`config.mk`:
```
export PLATFORM = sky130hd
export DESIGN_NAME = isqrt_seq_flat
export DESIGN_NICKNAME = d
export VERILOG_FILES = /design/src/rtl/isqrt_seq_if.sv /design/src/rtl/isqrt_seq.sv /design/src/flat_wrapper.sv
export SDC_FILE = /design/constraint.sdc
export NUM_CORES = 1
export LEC_CHECK = 0
export BUFFER_PORTS_ARGS = -buffer_cell sky130_fd_sc_hd__buf_2
export CAP_MARGIN = 20
export CORE_ASPECT_RATIO = 1.2
export CORE_MARGIN = 2
export CORE_UTILIZATION = 57
export CTS_CLUSTER_DIAMETER = 200
export CTS_CLUSTER_SIZE = 20
export DETAILED_ROUTE_END_ITERATION = 8
export HOLD_SLACK_MARGIN = 0.05
export PLACE_DENSITY = 0.87
export SLEW_MARGIN = 20
export SYNTH_ARGS = -nofsm -noshare
export SYNTH_HDL_FRONTEND = slang
export SYNTH_SLANG_ARGS = --single-unit
```
`constraint.sdc`:
```
create_clock -name clk -period 4 [get_ports clk]
set_input_delay 0.6 -clock clk [delete_from_list [all_inputs] [get_ports clk]]
set_output_delay 0.6 -clock clk [all_outputs]
set_load 0.02 [all_outputs]
```
`src/rtl/isqrt_seq_if.sv`:
```
`default_nettype none
// ============================================================================
//  Module      : isqrt_seq_if
//  Description : Handshake bundle between a square-root requester (master)
//                and the isqrt_seq engine (slave).
//                  ce   - clock enable for the engine
//                  ld   - start pulse, radicand a sampled with it
//                  a    - WID-bit unsigned radicand
//                  o    - root, zero-extended to WID bits
//                  rem  - remainder a - root^2, WID/2+1 bits
//                  done - result valid (level)
//  Revision    : 1.0  initial release
// ============================================================================
interface isqrt_seq_if #(
  parameter int WID = 128
);
  logic           ce;
  logic           ld;
  logic [WID-1:0] a;
  logic [WID-1:0] o;
  logic [WID/2:0] rem;
  logic           done;

  modport master (output ce, ld, a, input o, rem, done);
  modport slave  (input ce, ld, a, output o, rem, done);
endinterface
`default_nettype wire

```
`src/rtl/isqrt_seq.sv`:
```
`default_nettype none
// ============================================================================
//  Module      : isqrt_seq
//  Description : Iterative radix-2 integer square root. Produces
//                floor(sqrt(a)) and a - root^2, one root bit per enabled
//                clock, WID/2 enabled clocks after ld is captured.
//  Ports       : clk  - clock, rising edge
//                rst  - asynchronous reset, active low
//                bus  - isqrt_seq_if slave (ce, ld, a -> o, rem, done)
//  Revision    : 1.0  initial release
// ============================================================================
module isqrt_seq #(
  parameter int WID = 128
) (
  input  logic        clk,
  input  logic        rst,
  isqrt_seq_if.slave  bus
);

  localparam int RW = WID / 2;
  localparam int CW = $clog2(RW) + 1;

  typedef enum logic [1:0] {
    IDLE = 2'd0,
    CALC = 2'd1,
    DONE = 2'd2
  } state_t;

  state_t          state_q, state_d;
  logic [WID-1:0]  rad_q,   rad_d;
  logic [RW-1:0]   q_q,     q_d;
  logic [RW+1:0]   r_q,     r_d;
  logic [CW-1:0]   cnt_q,   cnt_d;
  logic [WID-1:0]  o_q,     o_d;
  logic [RW:0]     rem_q,   rem_d;
  logic            done_q,  done_d;

  // One trial-subtraction step: bring down the next radicand bit pair and
  // try to subtract 4*q+1. The extra top bit of w_diff is the borrow.
  logic [RW+2:0]   w_diff;
  logic            w_borrow;
  logic [RW-1:0]   w_q_next;
  logic [RW+1:0]   w_r_next;

  assign w_diff   = {1'b0, r_q[RW-1:0], rad_q[WID-1:WID-2]} - {1'b0, q_q, 2'b01};
  assign w_borrow = w_diff[RW+2];
  assign w_q_next = {q_q[RW-2:0], ~w_borrow};
  assign w_r_next = w_borrow ? {r_q[RW-1:0], rad_q[WID-1:WID-2]} : w_diff[RW+1:0];

  // The partial remainder never exceeds 2*q, so its two top bits are never
  // needed as shift input; they exist only to hold the full trial result.
  logic unused_r_hi;
  assign unused_r_hi = ^r_q[RW+1:RW];

  always_comb begin
    state_d = state_q;
    rad_d   = rad_q;
    q_d     = q_q;
    r_d     = r_q;
    cnt_d   = cnt_q;
    o_d     = o_q;
    rem_d   = rem_q;
    done_d  = done_q;

    if (bus.ce) begin
      if (bus.ld) begin
        // Start (or abort and restart) regardless of the current state.
        rad_d   = bus.a;
        q_d     = '0;
        r_d     = '0;
        cnt_d   = CW'(RW);
        done_d  = 1'b0;
        state_d = CALC;
      end else if (state_q == CALC) begin
        q_d   = w_q_next;
        r_d   = w_r_next;
        rad_d = {rad_q[WID-3:0], 2'b00};
        cnt_d = cnt_q - {{(CW-1){1'b0}}, 1'b1};
        if (cnt_q == {{(CW-1){1'b0}}, 1'b1}) begin
          o_d     = {{(WID-RW){1'b0}}, w_q_next};
          rem_d   = w_r_next[RW:0];
          done_d  = 1'b1;
          state_d = DONE;
        end
      end
    end
  end

  always_ff @(posedge clk or negedge rst) begin
    if (!rst) begin
      state_q <= IDLE;
      rad_q   <= '0;
      q_q     <= '0;
      r_q     <= '0;
      cnt_q   <= '0;
      o_q     <= '0;
      rem_q   <= '0;
      done_q  <= 1'b0;
    end else begin
      state_q <= state_d;
      rad_q   <= rad_d;
      q_q     <= q_d;
      r_q     <= r_d;
      cnt_q   <= cnt_d;
      o_q     <= o_d;
      rem_q   <= rem_d;
      done_q  <= done_d;
    end
  end

  assign bus.o    = o_q;
  assign bus.rem  = rem_q;
  assign bus.done = done_q;

endmodule
`default_nettype wire

```
`src/flat_wrapper.sv`:
```
// flat-port wrapper written by rule: the top's interface ports become plain ports
module isqrt_seq_flat 
#(
  parameter int WID = 128
)
  (clk, rst, bus_ce, bus_ld, bus_a, bus_o, bus_rem, bus_done);
  isqrt_seq_if #(.WID(WID)) bus_i ();
  input  logic clk;
  input  logic rst;
  input wire logic [$bits(bus_i.ce)-1:0] bus_ce;
  input wire logic [$bits(bus_i.ld)-1:0] bus_ld;
  input wire logic [$bits(bus_i.a)-1:0] bus_a;
  output wire logic [$bits(bus_i.o)-1:0] bus_o;
  output wire logic [$bits(bus_i.rem)-1:0] bus_rem;
  output wire logic [$bits(bus_i.done)-1:0] bus_done;
  assign bus_i.ce = bus_ce;
  assign bus_i.ld = bus_ld;
  assign bus_i.a = bus_a;
  assign bus_o = bus_i.o;
  assign bus_rem = bus_i.rem;
  assign bus_done = bus_i.done;
  isqrt_seq #(.WID(WID)) u_core (.clk(clk), .rst(rst), .bus(bus_i));
endmodule
```
Word-level counts from Yosys, hierarchy flattened
Cells that the tools add are included.
- flip-flop bits (word level): 395
- input bits: 132
- output and inout bits: 194
- logic and storage cells: 34
- add/sub/neg operators: 2
- equal/unequal tests: 2
- mux-type cells: 15
- bitwise operators: 2
- reductions and logical operators: 5
- operators with widths (kind ; count):
    128-bit two-way mux ; 2
    64-bit two-way mux ; 4
    66-bit by 66-bit subtractor with 67-bit output ; 1
    65-bit two-way mux ; 1
    7-bit two-way mux ; 2
    7-bit by 1-bit equality test with 1-bit output, second input constant ; 1
    7-bit by 1-bit subtractor with 7-bit output, second input constant ; 1
    2-bit two-way mux ; 3
    4-bit AND reduction ; 1
    2-bit nonzero test ; 2
    1-bit two-way mux ; 3
    3-bit AND reduction ; 1
    2-bit by 1-bit equality test with 1-bit output, second input constant ; 1
    1-bit inverter ; 2
    2-bit AND reduction ; 1

Longest topological paths before layout
Gate-level depths: netlist of the first run.
- word-level depth: 4
- depth in mapped cells: 15
- gate-level depth less buffers: 12

Worst setup path before layout of the first run
Ideal clock, no wire load.
- path type: register -> register
- start: register u_core.r_q[1]
- end: register u_core.rem_q[64] (netlist: u_core.bus.rem[64])
- library setup time: 124 ps
- arrival time: 2961 ps
- data required time: 3876 ps
- setup slack: 915 ps
- cell stages (with the launch flop): 14
- buffers on the path: 2
- period minus slack after synthesis: 3085 ps
- cell sequence: dfrtp_1 ha_1 and4_1 o21a_1 nor4b_4 o21bai_2 a311oi_2 a31oi_2 o31a_1 buf_4 buf_6 nand3_2 mux2i_1 a211o_1
- longest elaborated chain between the ends: 2
- ends and longest elaborated chain (element ; RTL line ; text):
    from (decl) ; isqrt_seq.sv:32 ; logic [RW+1:0] r_q, r_d;
    from (signal assigned) ; isqrt_seq.sv:103 ; r_q <= r_d;
    66-bit by 66-bit subtractor with 67-bit output ; isqrt_seq.sv:45 ; assign w_diff = {1'b0, r_q[RW-1:0], rad_q[WID-1:WID-2]} - {1'b0, q_q, 2'b01};
    65-bit two-way mux ; isqrt_seq.sv:48 ; assign w_r_next = w_borrow ? {r_q[RW-1:0], rad_q[WID-1:WID-2]} : w_diff[RW+1:0];
    to (signal assigned) ; isqrt_seq.sv:106 ; rem_q <= rem_d;
    to (decl) ; isqrt_seq.sv:35 ; logic [RW:0] rem_q, rem_d;
No other way between the ends.
A chain may end at the register's enable or synchronous reset.

Worst setup path after layout of the first run
- start: register u_core.r_q[2]
- end: register u_core.rem_q[4] (netlist: u_core.bus.rem[4])
- longest elaborated chain between the ends: 2
- ends and longest elaborated chain (element ; RTL line):
    66-bit by 66-bit subtractor with 67-bit output ; isqrt_seq.sv:45
    65-bit two-way mux * ; isqrt_seq.sv:48
Every way passes the cells marked *; elsewhere a longest branch is shown, timed or not.

==> results of run 1 <==
## cell type report
| cell class | count | area, sq um | share of cell area, % |
|---|---|---|---|
| clock buffers | 23 | 575.6 | 2.532 |
| flip-flops and latches | 394 | 9859 | 43.37 |
| repair buffers | 296 | 1745 | 7.678 |
| inverters | 85 | 319.1 | 1.403 |
| well taps | 468 | 585.6 | 2.576 |
| multi-input cells | 1610 | 9628 | 42.35 |
| clock inverters | 2 | 17.52 | 0.07705 |
| diodes | 1 | 2.502 | 0.01101 |
## worst register-to-register path, stage by stage (launching register included)
cell	delay, ns
sky130_fd_sc_hd__dfrtp_1	0.41
sky130_fd_sc_hd__ha_1	0.38
sky130_fd_sc_hd__a21oi_1	0.28
sky130_fd_sc_hd__nor2_1	0.14
sky130_fd_sc_hd__nor4b_4	0.32
sky130_fd_sc_hd__o21bai_2	0.17
sky130_fd_sc_hd__a311oi_4	0.47
sky130_fd_sc_hd__a31oi_2	0.22
sky130_fd_sc_hd__o31a_4	0.49
sky130_fd_sc_hd__buf_4	0.27
sky130_fd_sc_hd__mux2i_1	0.29
sky130_fd_sc_hd__o21ai_0	0.13
## kinds of logic after synthesis
group                    after synthesis
AO/OA/AOI/OAI                        649
AND/OR/NAND/NOR                      598
flip-flops                           394
buffers and inverters                293
multiplexers                         173
adder cells (fa/ha/maj)               67
XOR/XNOR                              59
other                                  1
## flip-flops by register name, summed over array words and instances (netlist names)
name,flops
u_core.r_q,64
u_core.rad_q,128
u_core.bus.o,64
u_core.state_q,2
u_core.bus.rem,65
u_core.cnt_q,7
u_core.q_q,64
## metal layers
layer | part of all wire (%) | track usage (%)
met1 | 40 | 32.81
met2 | 50 | 48.41
met5 | 0.021 | 0
met4 | 4.1 | 11.31
met3 | 6.6 | 5.919
## stage by stage
step | hold WS [ns] | utilization, %
floorplan | 0.3044 | -
global placement | 0.4475 | 61.70
detailed placement | 0.4491 | 61.70
CTS | 0.2619 | 63.39
global route | 0.2823 | 63.58
finish | 0.2829 | 63.58
## how the worst max path moves through the flow
stage | cells after the start | slack, ns | endpoint | start
2_1_floorplan | 13 | 0.92 | u_core.bus.rem[64]$_DFFE_PN0P_ | u_core.r_q[1]$_DFFE_PN0P_
3_3_place_gp | 13 | 0.28 | u_core.bus.rem[11]$_DFFE_PN0P_ | u_core.q_q[5]$_DFFE_PN0P_
3_5_place_dp | 13 | 0.21 | u_core.bus.rem[11]$_DFFE_PN0P_ | u_core.q_q[4]$_DFFE_PN0P_
4_1_cts | 13 | 0.14 | u_core.bus.rem[11]$_DFFE_PN0P_ | u_core.q_q[4]$_DFFE_PN0P_
5_1_grt | 13 | 0.03 | u_core.bus.rem[12]$_DFFE_PN0P_ | u_core.q_q[5]$_DFFE_PN0P_
6_report | 11 | 0.30 | u_core.bus.rem[4]$_DFFE_PN0P_ | u_core.r_q[2]$_DFFE_PN0P_
## what timing repair did
action	4_1_cts	5_1_grt
hold buffers	1	0
hold endpoints to repair	19	0
setup buffers	0	2
resized for setup	0	3
endpoints found under the setup margin	0	66
## report_power, final
group          switching [uW]  internal (uW)
registers                 554           4720
logic                    5100           3150
clock network            1280           1030
## synth_stat cells, drive strengths merged, types with 2 or more instances
cell,n,area share (%)
dfrtp,394,48
nand2,392,7.1
o21ai,353,8.6
mux2i,164,8.0
clkbuf,118,2.2
a21oi,112,2.7
buf,90,3.0
inv,85,1.5
nor2,85,1.5
o22ai,68,2.1
ha,67,4.1
xnor2,39,1.7
nand3,28,0.71
nand4,24,0.73
a21o,22,0.80
xor2,20,0.85
nor3,15,0.36
o21a,13,0.47
o21bai,12,0.46
and3,11,0.33
or3,11,0.33
a31oi,10,0.33
mux2,9,0.49
a211oi,8,0.32
nor2b,8,0.24
a211o,6,0.26
nor4,6,0.18
o211ai,6,0.22
a32oi,5,0.21
a31o,4,0.17
o31ai,4,0.21
a21boi,3,0.11
a22o,3,0.13
and2,3,0.091
and4,3,0.13
nand2b,3,0.091
o221ai,3,0.13
o31a,3,0.13
or4,3,0.11
a221o,2,0.097
a221oi,2,0.085
nor4b,2,0.16
==> results_dict.tcl, run 1 <==
set metrics [dict create \
    fin_skew_ns 0.04281 \
    number_of_instances_in_the_synthesized_netlist 2234 \
    wire_length_of_the_first_global_routing_pass_um 83870 \
    tightestPinTransition_ns 0.8859 \
    total_neg_setup_slack_ns 0 \
    power_leakage_uw 0.01131 \
    dpl.hpwl_um 37910 \
    synthSimpleGateAreaFrac_pct 12.31 \
    via_count 16598 \
    ant_nets 0 \
    critPathRequiredTime_ns 4.43 \
    drive_above_1_share_pct 14.40 \
    fin_cells 2879 \
    design_power_total_uw 15840 \
    ys_async_sr_fraction_pct 100.0 \
    numClockSinks 394 \
    cpLargestDelayFamily "compound AO/OA/AOI/OAI gates" \
    grt_pass1_vias 16622 \
    finalSetupViolCount 0 \
    worst_hold_path_type "input port to flip-flop" \
    worstSetupStartpointType "flip-flop" \
    grt_use_total_pct 27.60 \
    ys_seq_elements 394 \
    final_min_period_over_clock_period_pct 92.54 \
    ys_dominant_reg_cell "sky130_fd_sc_hd__dfrtp_1" \
    numPlacedInstances 2849 \
    tritoncts "yes" \
    synth-xor-area-share_pct 2.510 \
    post_synth_mux_area_share_pct 8.467 \
    reg2reg_setup_slack_ns 0.30 \
    critical_path_peak_fanout 18 \
    detail_route.iter0.violations 978 \
    final_period_minus_worst_setup_slack_ns 3.702 \
    worst-path-buf-inv 1 \
    final_nets 2609 \
    num_io_pins 326 \
    core-area_sq_um 35750 \
    cts_max_path_buffers 3 \
    worstSetupEndpointType "flip-flop" \
    routabilityCongestion 0.9890 \
    cts_made_buffers 23 \
    floorplan.die_area_sq_um 37660 \
    drt-vias-per-instance 5.765 \
    mostFrequentLayoutCell "sky130_fd_sc_hd__dfrtp_1" \
    hold_start "bus_ld" \
    rr_endpoint "u_core.bus.rem[4]$_DFFE_PN0P_" \
    drtPass1Iterations 5 \
    synth_enable_flop_cells 0 \
    post_synthesis_mean_instance_area_sq_um 9.214 \
    timing.critical_path.arrival_ns 4.13 \
    worstRegToRegCells 11 \
    place_worst_setup_slack_ns 0.2129 \
    max-slew-margin-rel_pct 40.94 \
    detail_route.wl_per_cell_um 18.02 \
    worst_r2r_startpoint "u_core.r_q[2]$_DFFE_PN0P_" \
    layout.filler_cells 2881 \
    setup_ws_ns 0.2983 \
    critical_path.slowest_cell "sky130_fd_sc_hd__o31a_4" \
    irDropWorstVdd_uv 358.2 \
    cts_root_buf "sky130_fd_sc_hd__clkbuf_16" \
    powerDensity_nw_per_um2 696.8 \
    ys_seq_area_share_pct 47.90 \
    hold_viol 0 \
    worst_hold_path.endpoint "u_core.cnt_q[4]$_DFFE_PN0P_" \
    synthesis.area_sq_um 20580 \
    yosys.area_share.adder_pct 4.072 \
    area_of_all_placed_cells_without_fillers_sq_um 22730 \
    yosysWarningCount 0 \
    yosysUniqueCellTypes 68 \
    post-route-drc-count 0 \
    max_clock_freq_mhz 270.1 \
    clk_pin_slew_ns 0.09 \
    fraction_of_the_mapped_netlist_area_in_compound_gates_pct 17.99 \
    placed_area_sq_um 22060 \
    floorplan.die.height_um 212.2 \
    mostFrequentLayoutCells "sky130_fd_sc_hd__dfrtp_1, sky130_fd_sc_hd__nand2_1, sky130_fd_sc_hd__o21ai_0" \
    grt_overflow 0 \
    placement_rows 76 \
    main_combinational_cell_family_by_area_after_synthesis "compound AO/OA/AOI/OAI gates" \
    slew_viol_final 0 \
    chipWidth_um 177.5 \
    worstSetupPathType "flip-flop to flip-flop" \
    syn_to_final_growth_pct 10.44 \
    min_delay_path_depth 2 \
    htree_num_levels 1 \
    crit_chain "ha_1 > a21oi_1 > nor2_1 > nor4b_4 > o21bai_2 > a311oi_4 > a31oi_2 > o31a_4 > buf_4 > mux2i_1 > o21ai_0" \
    wl_um 51880 \
    status "finished, final reports clean" \
    port_buffers 261 \
    initial_antenna_violation_count 2 \
    worstSkewPairLatency_ns 0.58 \
    setup_repair_after_global_routing_missed_its_margin "no" \
    crit_path_max_incr_delay_ns 0.48 \
    floorplan.initialDensity_pct 57.57 \
    timing.max_cap.violations 0 \
    grt_start_max_net_pins 134 \
]
No activity file was read; power rests on OpenSTA's default activity.
==> inputs of run 2 (changes only) <==
--- a/config.mk
+++ b/config.mk
@@ -8,13 +8,12 @@
 export BUFFER_PORTS_ARGS = -buffer_cell sky130_fd_sc_hd__buf_2
 export CAP_MARGIN = 20
 export CORE_ASPECT_RATIO = 1.2
-export CORE_MARGIN = 2
-export CORE_UTILIZATION = 57
+export CORE_UTILIZATION = 52
 export CTS_CLUSTER_DIAMETER = 200
 export CTS_CLUSTER_SIZE = 20
 export DETAILED_ROUTE_END_ITERATION = 8
 export HOLD_SLACK_MARGIN = 0.05
-export PLACE_DENSITY = 0.87
+export PLACE_DENSITY = 0.84
 export SLEW_MARGIN = 20
 export SYNTH_ARGS = -nofsm -noshare
 export SYNTH_HDL_FRONTEND = slang
==> constraint.sdc (replaced) <==
create_clock -name clk -period 3.17 [get_ports clk]
set_input_delay 0.317 -clock clk [delete_from_list [all_inputs] [get_ports clk]]
set_output_delay 0.317 -clock clk [all_outputs]
set_load 0.02 [all_outputs]
==> results_dict.tcl, run 2 (synthesis results as in run 1) <==
set metrics [dict create \
    p_switching_uw 10150 \
    fin_skew_ns 0.02297 \
    placement_rows 79 \
    final_min_period_over_clock_period_pct 103.4 \
    largest_register "u_core.rad_q" \
    reg2reg_setup_slack_ns -0.11 \
    p_int_uw 13740 \
    critical_path_peak_fanout 5 \
    numClockSinks 394 \
    slew_viol_final 0 \
    final_nets 2864 \
    wire_length_of_the_first_global_routing_pass_um 89450 \
    flip_flop_count_of_the_largest_register_after_layout 128 \
    hold_viol 0 \
    core-area_sq_um 38940 \
    max_clock_freq_mhz 305.1 \
    status "finished with violations" \
    setup_ws_ns -0.1075 \
    finalSetupViolCount 54 \
    floorplan.initialDensity_pct 52.86 \
    timing.critical_path.arrival_ns 3.77 \
    num_antenna_cells 0 \
    cts_made_buffers 23 \
    cts_max_path_buffers 3 \
    drt-vias-per-instance 5.616 \
    tritoncts "yes" \
    routabilityCongestion 0.9548 \
    floorplan.die_area_sq_um 40390 \
    worstSkewPairLatency_ns 0.56 \
    area_of_all_placed_cells_without_fillers_sq_um 25550 \
    layout.filler_cells 3030 \
    wl_um 57570 \
    switching_share_pct 42.48 \
    grt_overflow 0 \
    mostFrequentLayoutCell "sky130_fd_sc_hd__dfrtp_1" \
    placed_area_sq_um 23670 \
    final_period_minus_worst_setup_slack_ns 3.278 \
    powerDensity_nw_per_um2 934.8 \
    initial_antenna_violation_count 0 \
    timing.max_cap.violations 0 \
    post-route-drc-count 0 \
    power_frac_comb_pct 59.8 \
    irDropWorstVdd_uv 591.3 \
    via_count 17916 \
    critical_path.slowest_cell "sky130_fd_sc_hd__dfrtp_1" \
    max-slew-margin-rel_pct 39.43 \
    clk_pin_slew_ns 0.08 \
    detail_route.wl_per_cell_um 18.05 \
    drive_above_1_share_pct 25.00 \
    worst_hold_path_type "input port to flip-flop" \
    num_io_pins 326 \
    htree_num_levels 1 \
    p_seq_share_pct 27.9 \
    seqCellArea_sq_um 9862 \
    power_frac_clock_pct 12.3 \
    syn_to_final_growth_pct 24.11 \
    port_buffers 261 \
    drtPass1Iterations 5 \
    worstSetupStartpointType "flip-flop" \
    critPathRequiredTime_ns 3.66 \
    detail_route.iter0.violations 1208 \
    crit_path_max_incr_delay_ns 0.46 \
    cpLargestDelayFamily "compound AO/OA/AOI/OAI gates" \
    crit_chain "ha_1 > nand2_1 > nor2_1 > o31ai_1 > buf_4 > o21bai_2 > a311oi_4 > a31oi_4 > o31ai_4 > buf_6 > buf_8 > buf_16 > or3_4 > mux2_4 > nand2_2" \
    multi_input_area_sq_um 10290 \
    worstSetupEndpointType "flip-flop" \
    fin_hold_ws_ns 0.06361 \
    worst-path-buf-inv 4 \
    power_leakage_uw 0.01255 \
    ant_nets 0 \
    failing_checks "setup timing" \
    cts_root_buf "sky130_fd_sc_hd__clkbuf_16" \
    tightestPinTransition_ns 0.9086 \
    mostFrequentLayoutCells "sky130_fd_sc_hd__dfrtp_1, sky130_fd_sc_hd__nand2_1, sky130_fd_sc_hd__o21ai_0" \
    setup_repair_after_global_routing_missed_its_margin "yes" \
    dpl.hpwl_um 39880 \
    floorplan.die.height_um 220.0 \
    grt_use_total_pct 27.51 \
    grt_start_max_net_pins 145 \
    worstSetupPathType "flip-flop to flip-flop" \
    chipWidth_um 183.6 \
    grt_pass1_vias 17796 \
]
==> run 2: cell count changes in the layout (fill, tap and decap cells not counted), sizes merged <==
cell	change
inv	-1
buf	+222
clkbuf	+3
dlygate4sd3	+30
diode	-1
==> run 2: metal layers <==
layer	vias up	GRT usage [%]	routed length, um
met2	570	49.48	29180
met3	134	5.569	3740
li1	8496	-	-
met4	0	9.556	2053
met5	-	0	0
met1	8716	32.46	22600
==> run 2: power groups by stage <==
stage,Combinational (uW),Sequential [uW],Clock [uW]
2_1_floorplan,7000,6980,0
3_3_place_gp,11500,6650,0
3_5_place_dp,11800,6690,0
4_1_cts,12400,6620,3000
5_1_grt,15400,6750,3180
6_report,14300,6670,2930
==> run 2: worst paths after layout <==
kind                                                    from                             end  depth (start not counted)
worst max-delay path               u_core.r_q[9]$_DFFE_PN0P_  u_core.bus.rem[63]$_DFFE_PN0P_                         15
worst max register to register     u_core.r_q[9]$_DFFE_PN0P_  u_core.bus.rem[63]$_DFFE_PN0P_                         15
max in group asynchronous                                rst    u_core.rad_q[27]$_DFFE_PN0P_                          3
worst min-delay path                                bus_a[3]     u_core.rad_q[3]$_DFFE_PN0P_                          3
min in group asynchronous                                rst   u_core.rad_q[100]$_DFFE_PN0P_                          2
worst min register to register  u_core.bus.o[32]$_DFFE_PN0P_    u_core.bus.o[32]$_DFFE_PN0P_                          2
==> run 2: final cells by class <==
type | count | share of cell area [%]
inverter | 85 | 1.249
clock inverter | 1 | 0.03428
sequential | 394 | 38.60
tap | 526 | 2.576
timing repair buffer | 551 | 14.99
clock buffer | 23 | 2.253
multi-input combinational | 1610 | 40.29
==> run 2: what timing repair did <==
action                                 4_1_cts  5_1_grt
gates cloned                                 1        3
setup buffers                                4       14
pin swaps                                    8       27
hold buffers                                31        0
resized for setup                           35      125
endpoints found under the hold margin      116        0
setup endpoints to repair                  126      125
==> run 2: metrics by stage <==
| step | setup WS [ns] | cells | setup TNS [ns] | util (%) | power [uW] |
|---|---|---|---|---|---|
| after global placement | -0.1572 | 3113 | -1.807 | 60.77 | 18150 |
| after CTS | 0.0004972 | 3173 | 0 | 63.71 | 22000 |
| after floorplan | 0.08538 | 2297 | 0 | - | 13980 |
| after global routing | -0.2362 | 3190 | -13.55 | 65.60 | 25290 |
| after detailed placement | -0.2944 | 3113 | -14.60 | 60.77 | 18450 |
| final | -0.1075 | 3190 | -1.154 | 65.60 | 23880 |
==> run 2: worst min-delay path, cell delays in order <==
cell,delay (ns)
sky130_fd_sc_hd__buf_2,0.08
sky130_fd_sc_hd__mux2i_1,0.05
sky130_fd_sc_hd__o21ai_0,0.14
